<file path="config.mk">
export PLATFORM = sky130hd
export DESIGN_NAME = light_display
export DESIGN_NICKNAME = d
export VERILOG_FILES = /design/src/rtl/light_pkg.sv /design/src/rtl/seg7_decode.sv /design/src/rtl/light_display.sv
export SDC_FILE = /design/constraint.sdc
export NUM_CORES = 1
export LEC_CHECK = 0
export ABC_AREA = 1
export CAP_MARGIN = 20
export CORE_MARGIN = 3
export CORE_UTILIZATION = 40
export DETAILED_ROUTE_END_ITERATION = 12
export HOLD_SLACK_MARGIN = 0.05
export PLACE_DENSITY = 0.64
export SYNTH_ARGS = -nofsm -noshare
export SYNTH_HDL_FRONTEND = slang
export SYNTH_HIERARCHICAL = 1
export SYNTH_SLANG_ARGS = --single-unit
</file>
<file path="constraint.sdc">
create_clock -name clk -period 2.1 [get_ports clk]
set_input_delay 0.42 -clock clk [delete_from_list [all_inputs] [get_ports clk]]
set_output_delay 0.42 -clock clk [all_outputs]
set_load 0.02 [all_outputs]
</file>
<file path="src/rtl/light_pkg.sv">
// Shared constants and types for the traffic-light display: legal lamp patterns,
// fault-tracking states and the two non-digit segment codes.
package light_pkg;

  localparam logic [5:0] GREEN  = 6'b001100;
  localparam logic [5:0] YELLOW = 6'b010010;
  localparam logic [5:0] RED    = 6'b100001;

  localparam logic [6:0] SEG_BLANK = 7'h7F;
  localparam logic [6:0] SEG_DASH  = 7'b0111111;

  typedef enum logic [1:0] {
    NORMAL  = 2'd0,
    SUSPECT = 2'd1,
    FAULT   = 2'd2,
    RECOVER = 2'd3
  } fault_state_t;

  function automatic logic is_legal(input logic [5:0] p);
    return (p == GREEN) || (p == YELLOW) || (p == RED);
  endfunction

endpackage

</file>
<file path="src/rtl/seg7_decode.sv">
// BCD digit to active-low seven-segment pattern (bit0=a .. bit6=g); purely combinational,
// no flow control. Codes 10-15 show blank.
module seg7_decode
  import light_pkg::*;
(
  input  logic [3:0] bcd,
  output logic [6:0] seg
);

  always_comb begin
    seg = SEG_BLANK;
    case (bcd)
      4'd0: seg = 7'h40;
      4'd1: seg = 7'h79;
      4'd2: seg = 7'h24;
      4'd3: seg = 7'h30;
      4'd4: seg = 7'h19;
      4'd5: seg = 7'h12;
      4'd6: seg = 7'h02;
      4'd7: seg = 7'h78;
      4'd8: seg = 7'h00;
      4'd9: seg = 7'h10;
      default: seg = SEG_BLANK;
    endcase
  end

endmodule

</file>
<file path="src/rtl/light_display.sv">
// Controller-to-pins display stage: two-digit multiplexed countdown, blinking lamps, fault safe mode.
// Input to lamp/fault: 2 cycles; digits refresh on scan ticks; no backpressure (always accepts).
module light_display
  import light_pkg::*;
#(
  parameter int SCAN_DIV  = 50000,
  parameter int BLINK_DIV = 25000000,
  parameter int FAULT_CYC = 4
) (
  input  logic       clk,
  input  logic       rst_n,
  input  logic [4:0] countdown_time,
  input  logic [5:0] led_light,
  output logic [6:0] seg,
  output logic [1:0] an,
  output logic [5:0] lamp,
  output logic       fault
);

  localparam int SW = $clog2(SCAN_DIV);
  localparam int BW = $clog2(BLINK_DIV);
  localparam int CW = $clog2(FAULT_CYC + 1);

  logic [4:0]    cd_q;
  logic [5:0]    led_q;
  logic          yel_prev;
  fault_state_t  state;
  logic [CW-1:0] cnt;
  logic          blink;
  logic [BW-1:0] blink_cnt;
  logic [SW-1:0] scan_cnt;
  logic          digit_sel;

  logic          legal;
  logic          is_yel;
  logic          yel_start;
  logic          cnt_done;
  logic          enter_fault;
  logic          blink_nxt;
  logic [BW-1:0] blink_cnt_nxt;
  logic [5:0]    lamp_legal;
  logic [5:0]    lamp_flash;
  logic          scan_tick;
  logic          show_dash;
  logic [3:0]    tens;
  logic [4:0]    tens_x10;
  logic [3:0]    units;
  logic [6:0]    tens_seg;
  logic [6:0]    units_seg;
  logic [6:0]    tens_shown;

  always_ff @(posedge clk or negedge rst_n) begin
    if (!rst_n) begin
      cd_q     <= '0;
      led_q    <= '0;
      yel_prev <= 1'b0;
    end else begin
      cd_q     <= countdown_time;
      led_q    <= led_light;
      yel_prev <= is_yel;
    end
  end

  assign legal       = is_legal(led_q);
  assign is_yel      = (led_q == YELLOW);
  assign yel_start   = is_yel && !yel_prev;
  assign cnt_done    = (int'(cnt) + 1 >= FAULT_CYC);
  assign enter_fault = !legal && ((state == SUSPECT && cnt_done) || state == RECOVER);

  // Phase restarts so a fresh yellow or a fresh fault always begins with lamps lit.
  always_comb begin
    blink_nxt     = blink;
    blink_cnt_nxt = blink_cnt + BW'(1);
    if (yel_start || enter_fault) begin
      blink_nxt     = 1'b1;
      blink_cnt_nxt = '0;
    end else if (blink_cnt == BW'(BLINK_DIV - 1)) begin
      blink_nxt     = ~blink;
      blink_cnt_nxt = '0;
    end
  end

  always_ff @(posedge clk or negedge rst_n) begin
    if (!rst_n) begin
      blink     <= 1'b1;
      blink_cnt <= '0;
    end else begin
      blink     <= blink_nxt;
      blink_cnt <= blink_cnt_nxt;
    end
  end

  assign lamp_legal = is_yel ? (led_q & {6{blink_nxt}}) : led_q;
  assign lamp_flash = YELLOW & {6{blink_nxt}};

  always_ff @(posedge clk or negedge rst_n) begin
    if (!rst_n) begin
      state <= NORMAL;
      cnt   <= '0;
      fault <= 1'b0;
      lamp  <= '0;
    end else begin
      case (state)
        NORMAL: begin
          if (!legal) begin
            state <= SUSPECT;
            cnt   <= CW'(1);
          end else begin
            lamp <= lamp_legal;
          end
        end
        SUSPECT: begin
          if (legal) begin
            state <= NORMAL;
            cnt   <= '0;
            lamp  <= lamp_legal;
          end else if (cnt_done) begin
            state <= FAULT;
            cnt   <= CW'(FAULT_CYC);
            fault <= 1'b1;
            lamp  <= lamp_flash;
          end else begin
            cnt <= cnt + CW'(1);
          end
        end
        FAULT: begin
          lamp <= lamp_flash;
          if (legal) begin
            state <= RECOVER;
            cnt   <= CW'(1);
          end
        end
        RECOVER: begin
          if (!legal) begin
            state <= FAULT;
            cnt   <= CW'(FAULT_CYC);
            lamp  <= lamp_flash;
          end else if (cnt_done) begin
            state <= NORMAL;
            cnt   <= '0;
            fault <= 1'b0;
            lamp  <= lamp_legal;
          end else begin
            cnt  <= cnt + CW'(1);
            lamp <= lamp_flash;
          end
        end
        default: state <= NORMAL;
      endcase
    end
  end

  always_comb begin
    tens     = 4'd0;
    tens_x10 = 5'd0;
    if (cd_q >= 5'd30) begin
      tens     = 4'd3;
      tens_x10 = 5'd30;
    end else if (cd_q >= 5'd20) begin
      tens     = 4'd2;
      tens_x10 = 5'd20;
    end else if (cd_q >= 5'd10) begin
      tens     = 4'd1;
      tens_x10 = 5'd10;
    end
  end

  assign units = 4'(cd_q - tens_x10);

  seg7_decode u_tens (.bcd(tens),  .seg(tens_seg));
  seg7_decode u_units(.bcd(units), .seg(units_seg));

  assign tens_shown = (tens == 4'd0) ? SEG_BLANK : tens_seg;
  assign show_dash  = (state == FAULT) || (state == RECOVER);
  assign scan_tick  = (scan_cnt == SW'(SCAN_DIV - 1));

  // Each tick loads the digit being switched to, so an/seg always agree.
  always_ff @(posedge clk or negedge rst_n) begin
    if (!rst_n) begin
      scan_cnt  <= '0;
      digit_sel <= 1'b0;
      an        <= 2'b11;
      seg       <= SEG_BLANK;
    end else if (scan_tick) begin
      scan_cnt  <= '0;
      digit_sel <= ~digit_sel;
      if (!digit_sel) begin
        an  <= 2'b01;
        seg <= show_dash ? SEG_DASH : tens_shown;
      end else begin
        an  <= 2'b10;
        seg <= show_dash ? SEG_DASH : units_seg;
      end
    end else begin
      scan_cnt <= scan_cnt + SW'(1);
    end
  end

endmodule

</file>
# Yosys cells after proc, flatten, opt, wreduce, memory -nomap -nowiden
# Memory sizes are Yosys's and may differ from the RTL's.
# Cells that the tools add are included.
[classes]
add_sub_neg = 5
mux = 42
eq_ne = 17
order_cmp = 4
bitwise_logic = 3
reduce_logical = 17
[op_table]
columns = ["op", "n"]
rows = [
  ["25-bit two-way mux", 2],
  ["6-bit two-way mux", 6],
  ["7-bit two-way mux", 4],
  ["25-bit by 1-bit adder with 25-bit output, second input constant", 1],
  ["25-bit == test, second input constant", 1],
  ["6-bit one-hot mux with 4 select lines", 1],
  ["2-bit two-way mux", 9],
  ["3-bit two-way mux", 6],
  ["16-bit by 1-bit adder with 16-bit output, second input constant", 1],
  ["16-bit == test, second input constant", 1],
  ["16-bit two-way mux", 1],
  ["2-bit != test, second input constant", 7],
  ["4-bit two-way mux", 3],
  ["3-bit one-hot mux with 4 select lines", 1],
  ["5-bit greater-or-equal comparator, second input constant", 2],
  ["2-bit one-hot mux with 4 select lines", 1],
  ["1-bit two-way mux", 7],
  ["6-bit AND", 1],
  ["6-bit by 4-bit == test with 1-bit output, second input constant", 1],
  ["6-bit by 5-bit == test with 1-bit output, second input constant", 1],
  ["6-bit == test, second input constant", 1],
  ["3-bit != test, second input constant", 2],
  ["5-bit by 4-bit greater-or-equal comparator with 1-bit output, second input constant", 1],
  ["1-bit logical OR", 5],
  ["16 further kinds", 22],
]
[word_totals]
out_inout_bits = 16
regBits = 76
memories = 2
wordCells = 103
rom_bits = 224
[mem_list]
columns = ["memory", "depth", "width", "read_ports", "rd_clocked_by_memory_dff", "wr", "line_no", "source"]
rows = [
  ["(no name shown)", 16, 7, 1, 0, 0, "seg7_decode.sv:12", "case (bcd)"],
  ["(no name shown)", 16, 7, 1, 0, 0, "seg7_decode.sv:12", ""],
]

# Depth between registers and ports, before layout
[depth]
word_depth = 12
mapped_depth = 15

# Cells and area by module
# Netlist, hierarchy kept.
[by_module_without_submodules]
columns = ["module", "instances", "cells_per_inst", "area_per_inst_um2"]
rows = [
  ["light_display", 1, 437, 3762.4],
  ["seg7_decode", 2, 35, 187.7],
]

# Worst setup path after synthesis
# Ideal clock, no wire load.
[synth_path]
path_type = "register to register"
from = "reg cd_q[3]"
to = "reg seg[6]"
path_slack_ns = -0.244
t_arrival_ns = 2.238
stages_incl_launch_ff = 13
n_path_buf = 0
path_cell_list = "dfrtp_1 nor2_1 nor2_1 o22ai_1 ha_1 inv_1 ha_1 a21oi_1 xor2_1 o21ai_2 nand2_1 nor2_1 o41ai_1"
[synth_via]
word_cells_on_any_way = 17
[synth_rtl]
columns = ["element", "line_no", "source"]
rows = [
  ["start, declared", "light_display.sv:24", "logic [4:0] cd_q;"],
  ["start signal, assigned", "light_display.sv:58", "cd_q <= countdown_time;"],
  ["5-bit greater-or-equal comparator", "light_display.sv:159", "end else if (cd_q >= 5'd20) begin"],
  ["2-bit two-way mux", "light_display.sv:159", ""],
  ["2-bit two-way mux *", "light_display.sv:156", "if (cd_q >= 5'd30) begin"],
  ["via tens[1]", "light_display.sv:45", "logic [3:0] tens;"],
  ["memory 16 x 7 bit or 4-bit zero test (tied branches)", "-", ""],
  ["7-bit two-way mux *", "light_display.sv:173", "assign tens_shown = (tens == 4'd0) ? SEG_BLANK : tens_seg;"],
  ["7-bit two-way mux *", "light_display.sv:189", "seg <= show_dash ? SEG_DASH : tens_shown;"],
  ["7-bit two-way mux *", "light_display.sv:187", "if (!digit_sel) begin"],
  ["end signal, assigned", "light_display.sv:189", ""],
  ["end signal, assigned", "light_display.sv:192", "seg <= show_dash ? SEG_DASH : units_seg;"],
  ["end, declared", "light_display.sv:14", "output logic [6:0] seg,"],
]
# The timed path passes the listed nets; every way through them passes the cells marked *.
# A chain may end at the register's enable or synchronous reset.

# Worst setup path in the final report
[layout_path]
from = "reg cd_q[2]"
to = "reg seg[6]"
# The elaborated chain is that of the path after synthesis.

==> flow_summary.yaml <==
floorplan:
  dieWidth_um: 107.7
  fp.coreArea_sq_um: 9910
  dieHeight_um: 107.7
  dieArea_sq_um: 11600
  row_count: 36
  start_util_pct: 41.76
  io_pins: 29
cts:
  cts_made_buffers: 9
  cts.path.max_buffers: 2
  cts_root_buf: "clkbuf_8"
  worstSkewPairLatency_ns: 0.35
  cts_num_sinks: 76
  cts_tree: "yes"
  clkTransAtPathRegs_ns: 0.09
  htreeDepth: 3
synth:
  synth_edf_count: 0
  synthTopCellsByArea: "dfrtp_1 (40%), nand2_1 (10%), nor2_1 (7.2%), dfstp_2 (6.4%), inv_1 (5.7%)"
  synthFlopType: "dfrtp_1"
  yosysTopAreaCell: "dfrtp_1"
  syn-cell-area_sq_um: 4138
  synth.top_cell.area_share_pct: 39.92
  netlist_top_cells_count: "nand2_1 (111), nor2_1 (79), dfrtp_1 (66)"
  yosys_warnings: 6
  synth_area_per_cell_sq_um: 8.161
  yosys.cell_count.top_type: "nand2_1"
  async_flop_share_pct: 100.0
  ys_seq_area_share_pct: 46.27
  syn_inst: 507
  synth_seq_cells: 76
  ys_types: 44
critical_path:
  path_max_fanout: 6
  cp-end-kind: "flop"
  worstPathArrival_ns: 2.27
  start_kind: "flop"
  r2r_start: "cd_q[2]$_DFF_PN0_"
  crit_chain: "nor2_2, nor2_2, o22ai_4, ha_4, inv_2, ha_4, a21oi_4, xor2_2, o21ai_2, nand2_1, nor2_1, o41ai_2"
  crit_start: "cd_q[2]$_DFF_PN0_"
  slowest_delay_ns: 0.42
  critPathSlowestCell: "dfrtp_1"
  critical_path_class: "reg2reg"
  worstPathRequired_ns: 2.35
global_route:
  antenna_found_initial: 0
  grt_pass1_wl_mm: 13.87
  grt_max_degree: 49
  grt_pass1_vias: 3237
  grt_usage_pct: 14.60
  gr-total-overflow: 0
placement:
  dp_hpwl_mm: 5.965
  gp_congestion: 0.8667
  post_dp_cell_area_sq_um: 4690
  port_buffers: 28
final_layout:
  fillers: 930
  final_nets: 591
  final_area_sq_um: 4989
  syn2layout_area_growth_pct: 20.56
  insertedDiodeCount: 0
  drive_above_1_share_pct: 16.02
sta:
  holdWs_ns: 0.4714
  slew_viol_final: 0
  setup_viol_count_final: 0
  rsz0062_at_grt: "true"
  fin_tns_setup_ns: 0
  period_share_pct: 96.32
  clock-skew-final_ns: 0.01228
  layout_min_cycle_time_ns: 2.023
  finalHoldViolations: 0
  max_freq_ghz: 0.4944
route:
  vias: 3365
  drtIter0Drc: 175
  wl_per_cell_um: 11.18
  viasPerCell: 4.800
  post-route-drc-count: 0
  ant_nets: 0
  wirelength_mm: 7.840
  firstDrtPassIters: 4
pwr:
  max-vdd-ir-drop_uv: 582.3
  p_int_w: 0.002423
  p_clk_share_pct: 29.5
  switching_share_pct: 32.72
  power_density_nw_per_um2: 721.9
  combPwrFrac_pct: 23.2
  p_leak_nw: 2.329
  p_switching_w: 0.001178
  seqPwrFrac_pct: 47.3
outcome:
  status: "finished clean"
hold_path:
  min_from: "scan_cnt[0]$_DFF_PN0_"
  hold_class: "reg2reg"
flow_run:
  cap_violations: 0
[repair_timing]
item,CTS,global route
hold buffers,1,0
pin swaps,8,7
resized for setup,9,12
hold endpoints to repair,27,0
setup endpoints to repair,7,7
buffers inserted,2,1
[area by class of cell]
| cell class | instances | area [sq um] | area share (%) |
|---|---|---|---|
| Clock buffer | 10 | 137.6 | 2.759 |
| Clock inverter | 6 | 53.80 | 1.079 |
| Inverter | 66 | 247.7 | 4.966 |
| Multi-Input combinational cell | 370 | 2081 | 41.71 |
| Sequential cell | 76 | 1916 | 38.40 |
| Tap cell | 133 | 166.4 | 3.336 |
| Timing Repair Buffer | 40 | 386.6 | 7.750 |
[critical path, delay by kind of cell (launching register included)]
family	cells	cell delay [ns]
AO/OA/AOI/OAI	4	0.63
flip-flops	1	0.42
AND/OR/NAND/NOR	4	0.33
adder cells (fa/ha/maj)	2	0.31
XOR/XNOR	1	0.21
buffers and inverters	1	0.04
[final timing paths]
kind | end | slack, ns | depth (start not counted)
worst max-delay path | seg[6]$_DFFE_PN1N_ | 0.08 | 12
worst min-delay path | scan_cnt[0]$_DFF_PN0_ | 0.47 | 1
worst max register to register | seg[6]$_DFFE_PN1N_ | 0.08 | 12
worst min register to register | scan_cnt[0]$_DFF_PN0_ | 0.47 | 1
max in group asynchronous | an[0]$_DFFE_PN1N_ | 0.93 | 3
min in group asynchronous | scan_cnt[3]$_DFF_PN0_ | 0.54 | 2
[cells by family after synthesis]
| logic type | after synthesis | synth area share, % |
|---|---|---|
| other cells | 1 | 0.09063 |
| flops | 76 | 46.27 |
| simple gates | 275 | 30.99 |
| fa+ha+maj | 15 | 4.536 |
| xor+xnor | 20 | 4.233 |
| buf+inv | 69 | 6.320 |
| compound gates | 51 | 7.560 |
[routing by layer]
layer	up-vias	track usage, %	part of all wire [%]
met2	42	23.85	48
met1	1583	19.50	48
met5	-	0	0
li1	1730	-	-
met3	10	2.340	2.7
met4	0	5.500	1.6
[stage by stage]
step / setup slack, ns / std cells / total power, W / util, %
after CTS: -0.04348 / 700 / 0.003636 / 49.90
after detailed placement: -0.09424 / 681 / 0.002531 / 47.32
after global routing: -0.08195 / 701 / 0.003847 / 50.34
after floorplan: 0.008003 / 515 / 0.002246 / -
final: 0.07735 / 701 / 0.003601 / 50.34
after global placement: 0.01417 / 681 / 0.002511 / 47.32
[power groups by stage]
stage	logic [W]	clock network, W	registers [W]
after global routing	0.000959	0.00117	0.00172
final	0.000836	0.00106	0.00170
after global placement	0.000789	0	0.00172
after detailed placement	0.000809	0	0.00172
after floorplan	0.000496	0	0.00175
after CTS	0.000833	0.00110	0.00170
[registers in the layout, indices dropped and copies added (netlist names), named ones only]
name       count
blink          1
led_q          6
fault          1
seg            7
an             2
blink_cnt     25
yel_prev       1
scan_cnt      16
lamp           6
cnt            3
cd_q           5
digit_sel      1
state          1
[layout by cell type (no fill, tap or decap), drive strengths merged, types with 12 or more instances in the layout]
cell type / count
nand2: 120
nand3: 36
o21ai: 22
nor2: 90
buf: 12
xor2: 13
ha: 15
clkdlybuf4s50: 27
inv: 70
dfrtp: 66
a21oi: 12
Power figures use the tool's default switching activity.
